`src/rtl/jk_cmd_sequencer.sv`:
```
`default_nettype none
`timescale 1ns/1ps
// +--------------------------------------------------------------------------+
// | jk_cmd_sequencer                                                         |
// | Expands hold/reset/set/toggle commands into spaced J/K pulse trains and  |
// | checks the downstream Q against the predicted final value.               |
// | Revision: 1.0                                                            |
// +--------------------------------------------------------------------------+
module jk_cmd_sequencer #(
  parameter int GAP = 1
) (
  input  logic       clk,
  input  logic       rst_n,
  input  logic       cmd_valid,
  output logic       cmd_ready,
  input  logic [1:0] cmd_op,
  input  logic [3:0] cmd_rep,
  output logic       J,
  output logic       K,
  input  logic       q_fb,
  output logic       done,
  output logic       err,
  input  logic       err_clr,
  output logic [7:0] err_cnt,
  output logic       busy
);

  typedef enum logic [1:0] {
    S_IDLE  = 2'd0,
    S_DRIVE = 2'd1,
    S_GAP   = 2'd2,
    S_CHECK = 2'd3
  } state_t;

  localparam bit       C_HAS_GAP  = (GAP > 0);
  localparam logic [3:0] C_GAP_LAST = 4'(GAP > 0 ? GAP - 1 : 0);

  state_t     state_q, state_d;
  logic [1:0] op_q, op_d;
  logic [4:0] rem_q, rem_d;
  logic [3:0] gap_q, gap_d;
  logic       expq_q, expq_d;
  logic       j_q, j_d;
  logic       k_q, k_d;
  logic       err_q, err_d;
  logic [7:0] cnt_q, cnt_d;
  logic       mismatch;

  always_comb begin
    state_d  = state_q;
    op_d     = op_q;
    rem_d    = rem_q;
    gap_d    = gap_q;
    expq_d   = expq_q;
    err_d    = err_q;
    cnt_d    = cnt_q;
    mismatch = 1'b0;

    case (state_q)
      S_IDLE: begin
        if (cmd_valid) begin
          op_d    = cmd_op;
          rem_d   = {1'b0, cmd_rep} + 5'd1;
          state_d = S_DRIVE;
          // Toggle flips Q once per pulse: odd pulse count (even rep) inverts.
          case (cmd_op)
            2'b00:   expq_d = q_fb;
            2'b01:   expq_d = 1'b0;
            2'b10:   expq_d = 1'b1;
            default: expq_d = q_fb ^ ~cmd_rep[0];
          endcase
        end
      end
      S_DRIVE: begin
        rem_d = rem_q - 5'd1;
        if (rem_q == 5'd1) begin
          state_d = S_CHECK;
        end else if (C_HAS_GAP) begin
          state_d = S_GAP;
          gap_d   = C_GAP_LAST;
        end else begin
          state_d = S_DRIVE;
        end
      end
      S_GAP: begin
        if (gap_q == 4'd0) begin
          state_d = S_DRIVE;
        end else begin
          gap_d = gap_q - 4'd1;
        end
      end
      S_CHECK: begin
        mismatch = (q_fb != expq_q);
        state_d  = S_IDLE;
      end
      default: state_d = S_IDLE;
    endcase

    // A mismatch wins over a simultaneous clear and restarts the count at one.
    if (mismatch) begin
      err_d = 1'b1;
      if (err_clr) begin
        cnt_d = 8'd1;
      end else if (cnt_q != 8'hFF) begin
        cnt_d = cnt_q + 8'd1;
      end
    end else if (err_clr) begin
      err_d = 1'b0;
      cnt_d = 8'd0;
    end

    j_d = (state_d == S_DRIVE) & op_d[1];
    k_d = (state_d == S_DRIVE) & op_d[0];
  end

  always_ff @(posedge clk or negedge rst_n) begin
    if (!rst_n) begin
      state_q <= S_IDLE;
      op_q    <= 2'b00;
      rem_q   <= 5'd0;
      gap_q   <= 4'd0;
      expq_q  <= 1'b0;
      j_q     <= 1'b0;
      k_q     <= 1'b0;
      err_q   <= 1'b0;
      cnt_q   <= 8'd0;
    end else begin
      state_q <= state_d;
      op_q    <= op_d;
      rem_q   <= rem_d;
      gap_q   <= gap_d;
      expq_q  <= expq_d;
      j_q     <= j_d;
      k_q     <= k_d;
      err_q   <= err_d;
      cnt_q   <= cnt_d;
    end
  end

  assign cmd_ready = (state_q == S_IDLE);
  assign busy      = (state_q != S_IDLE);
  assign done      = (state_q == S_CHECK);
  assign J         = j_q;
  assign K         = k_q;
  assign err       = err_q;
  assign err_cnt   = cnt_q;

endmodule
`default_nettype wire

```
`config.mk`:
```
export PLATFORM = sky130hd
export DESIGN_NAME = jk_cmd_sequencer
export DESIGN_NICKNAME = d
export VERILOG_FILES = /design/src/rtl/jk_cmd_sequencer.sv
export SDC_FILE = /design/constraint.sdc
export NUM_CORES = 1
export LEC_CHECK = 0
export ABC_AREA = 1
export CORE_MARGIN = 1
export CORE_UTILIZATION = 48
export DETAILED_ROUTE_END_ITERATION = 6
export PLACE_DENSITY = 0.86
export SLEW_MARGIN = 20
export SYNTH_ARGS = -nofsm -noshare
export SYNTH_HDL_FRONTEND = slang
export SYNTH_SLANG_ARGS = --single-unit
```
`constraint.sdc`:
```
create_clock -name clk -period 1.35 [get_ports clk]
set_input_delay 0.2025 -clock clk [delete_from_list [all_inputs] [get_ports clk]]
set_output_delay 0.2025 -clock clk [all_outputs]
set_load 0.02 [all_outputs]
```
==> flow_summary.ini <==
[yosys]
avgSynthCellArea_um2 = 7.33
synthXorXnorAreaFrac_pct = 1.13
syn_nets = 232
syn_area_um2 = 1550
synth_compound_area_share_pct = 10.1
synthDistinctLibCells = 22
synthMuxAreaShare_pct = 0
synth_area_leader_cell = dfrtp_1
yosysSeqAreaShare_pct = 40.3
yosys_warnings = 0
yosys.area_share.adder_pct = 7.25
yosys.area_share.simple_pct = 32.2
synth_top_family_by_area = simple AND/OR/NAND/NOR gates
synth.area.top_cells = dfrtp_1, nand2_1, inv_1
yosys_register_bits = 25
synth_top_area_share_pct = 40.3
synth_cells = 212

[worst_setup_path]
crit_path_max_fanout = 3
critPathLaunch = state_q[0]
cp-endpoint = op_q[0]
r2r_end = op_q[0]
reg2reg_from = state_q[0]
r2r_cells = 7
crit_required_ns = 1.58
crit_type = register to register
cp.arrival_ns = 1.75
crit_path_end_kind = register
rrSetupSlack_ns = -0.18
crit_path_start_kind = register

[sta]
fin_ws_ns = -0.176
finalCritPeriodShare_pct = 113
final-hold-violation-count = 0
slew-limit-headroom_pct = 78.0
finalSetupViolCount = 19
rsz0062_at_grt = yes
worst_pin_slew_ns = 0.329
max_freq_ghz = 0.655
skew_ns = 0.00758
maxSlewViolCount = 0
post-route-min-period_ns = 1.53

[drt]
avgRoutedWirePerCell_um = 13.9
vias = 1620
firstDrtPassIters = 4
drt_iter0_markers = 86
drc = 0
ant_nets = 0
wl_um = 4380
via_per_inst = 5.14

[final_layout]
layout.cells.non_filler = 315
nets = 292
finish.utilization_pct = 78.0
num_antenna_cells = 0
syn2layout_area_growth_pct = 53.3
drive_above_1_share_pct = 35.1
nFillCells = 209

[die]
die_area_um2 = 3470
start_util_pct = 50.9
pin_count = 25
core_um2 = 3050
die_y_um = 58.9
die_w_um = 58.9
std_cell_rows = 20

[clock_tree]
htree_levels = 1
path_clk_slew_ns = 0.14
cts_tree = done
clock_latency_ns = 0.32
cts_buffers = 3
clkSinkCount = 25
root_buffer = clkbuf_4
cts_max_path_buffers = 2

[place]
dpl.hpwl_um = 2570
dp_cells = 301
port_buffers = 24
gp_congestion = 0.920

[power_and_ir_drop]
pwr-share-clk_pct = 7.3
seq_power_share_pct = 24.9
p_int_mw = 2.53
swShare_pct = 46.4
p_leak_nw = 1.18
p_sw_mw = 2.20
cellPowerDensity_nw_per_um2 = 1990
combPwrFrac_pct = 67.8
vdd_ir_drop_max_v = 0.00159

[global_route]
antenna_found_initial = 0
grt_pass1_vias = 1332
grt_max_degree = 26
grt_use_total_pct = 22.1
grt_pass1_wl_um = 5820
overflow = 0

[run_status]
failed_checks = negative setup slack
status = finished with violations

[hold_path]
hold_path_class = primary input to async pin

[run]
cap_violations = 0
## critical path, cell delays in order (launching register included)
cell and delay [ns]:
dfrtp_1 0.45, inv_2 0.08, ha_4 0.18, nand2_2 0.15
inv_1 0.09, or2_2 0.29, o21ai_2 0.10, inv_1 0.07
## Yosys cell counts
cell	n
o211ai_1	2
o21ai_2	3
nand3_1	19
inv_1	35
nor2_1	22
nand2_1	55
ha_1	9
o21ai_1	1
nor3_1	2
dfrtp_1	25
inv_2	1
a21oi_1	9
nand2_2	3
nand3_4	1
nand4_1	4
inv_4	1
o21ai_0	13
xor2_1	2
nor2_4	1
or2_2	2
nand3_2	1
nand2_4	1
## area by class of cell
cell class                      instances  area (um^2)  share of cell area (%)
Sequential cell                        25          628                    26.4
Inverter                               37          146                    6.14
Clock buffer                            3         22.5                   0.945
Tap cell                               44         55.1                    2.31
Multi-Input combinational cell        150         1020                    42.9
Clock inverter                          1         7.51                   0.315
Timing Repair Buffer                   55          500                    21.0
## power groups by stage
stage	logic, mW	clock network [mW]	registers, mW
final	3.21	0.345	1.18
after global routing	3.44	0.392	1.19
after CTS	2.40	0.355	1.15
after detailed placement	2.10	0	1.17
after global placement	2.03	0	1.17
after floorplan	1.30	0	1.21
## sequential cells by signal, summed over array words and instances (netlist names)
register,count
err_cnt,8
rem_q,5
gap_q,4
op_q,2
state_q,2
J,1
K,1
err,1
expq_q,1
## routing by layer
| layer | vias to the layer above | track usage (%) | wire [um] |
|---|---|---|---|
| met4 | 0 | 6.12 | 67 |
| li1 | 803 | - | - |
| met5 | - | 0 | 0 |
| met3 | 7 | 3.30 | 110 |
| met1 | 771 | 29.0 | 1750 |
| met2 | 39 | 38.0 | 2460 |
## cell usage in the layout (no fill, tap or decap), drive strengths merged
master         netlist  routed
nand2               59      59
nor3                 2       2
o21ai               17      17
buf                  0      34
clkbuf               0       4
inv                 37      37
clkdlybuf4s50        0      10
dlygate4sd2          0       7
o211ai               2       2
a21oi                9       9
ha                   9       9
nand3               21      21
nor2                23      23
clkdlybuf4s15        0       3
xor2                 2       2
dfrtp               25      25
or2                  2       2
clkinvlp             0       1
nand4                4       4
## per-stage QoR
step | setup WS [ns] | total power, mW | TNS (ns) | hold WS [ns] | cell area, um^2
after CTS | -0.125 | 3.91 | -0.741 | 0.238 | 2170
after floorplan | -0.00369 | 2.51 | -0.00369 | -0.0931 | 1580
final | -0.176 | 4.73 | -1.68 | 0.230 | 2380
after detailed placement | -0.197 | 3.27 | -2.16 | 0.482 | 2030
after global placement | -0.175 | 3.20 | -1.55 | 0.470 | 2030
after global routing | -0.214 | 5.03 | -2.66 | 0.237 | 2380
## repair_timing
item | CTS | global route
resized for setup | 51 | 54
setup endpoints to repair | 28 | 29
buffers inserted | 5 | 5
hold buffers | 0 | 0
pin swaps | 9 | 24
## how the worst min path moves through the flow
| stage | from | to |
|---|---|---|
| floorplan | rst_n | J |
| global placement | gap_q[0] | gap_q[0] |
| detailed placement | err | err |
| CTS | rst_n | err_cnt[6] |
| global route | rst_n | expq_q |
| finish | rst_n | err_cnt[6] |
## kinds of logic (layout without fill, tap and decap cells)
group | Yosys count | in the layout
and+or+nand+nor | 111 | 111
xor gates and xnor gates | 2 | 2
DFF | 25 | 25
buffers and inverters | 37 | 96
adders and majority gates | 9 | 9
AOI/OAI and AO/OA | 28 | 28
Power figures use the tool's default switching activity.
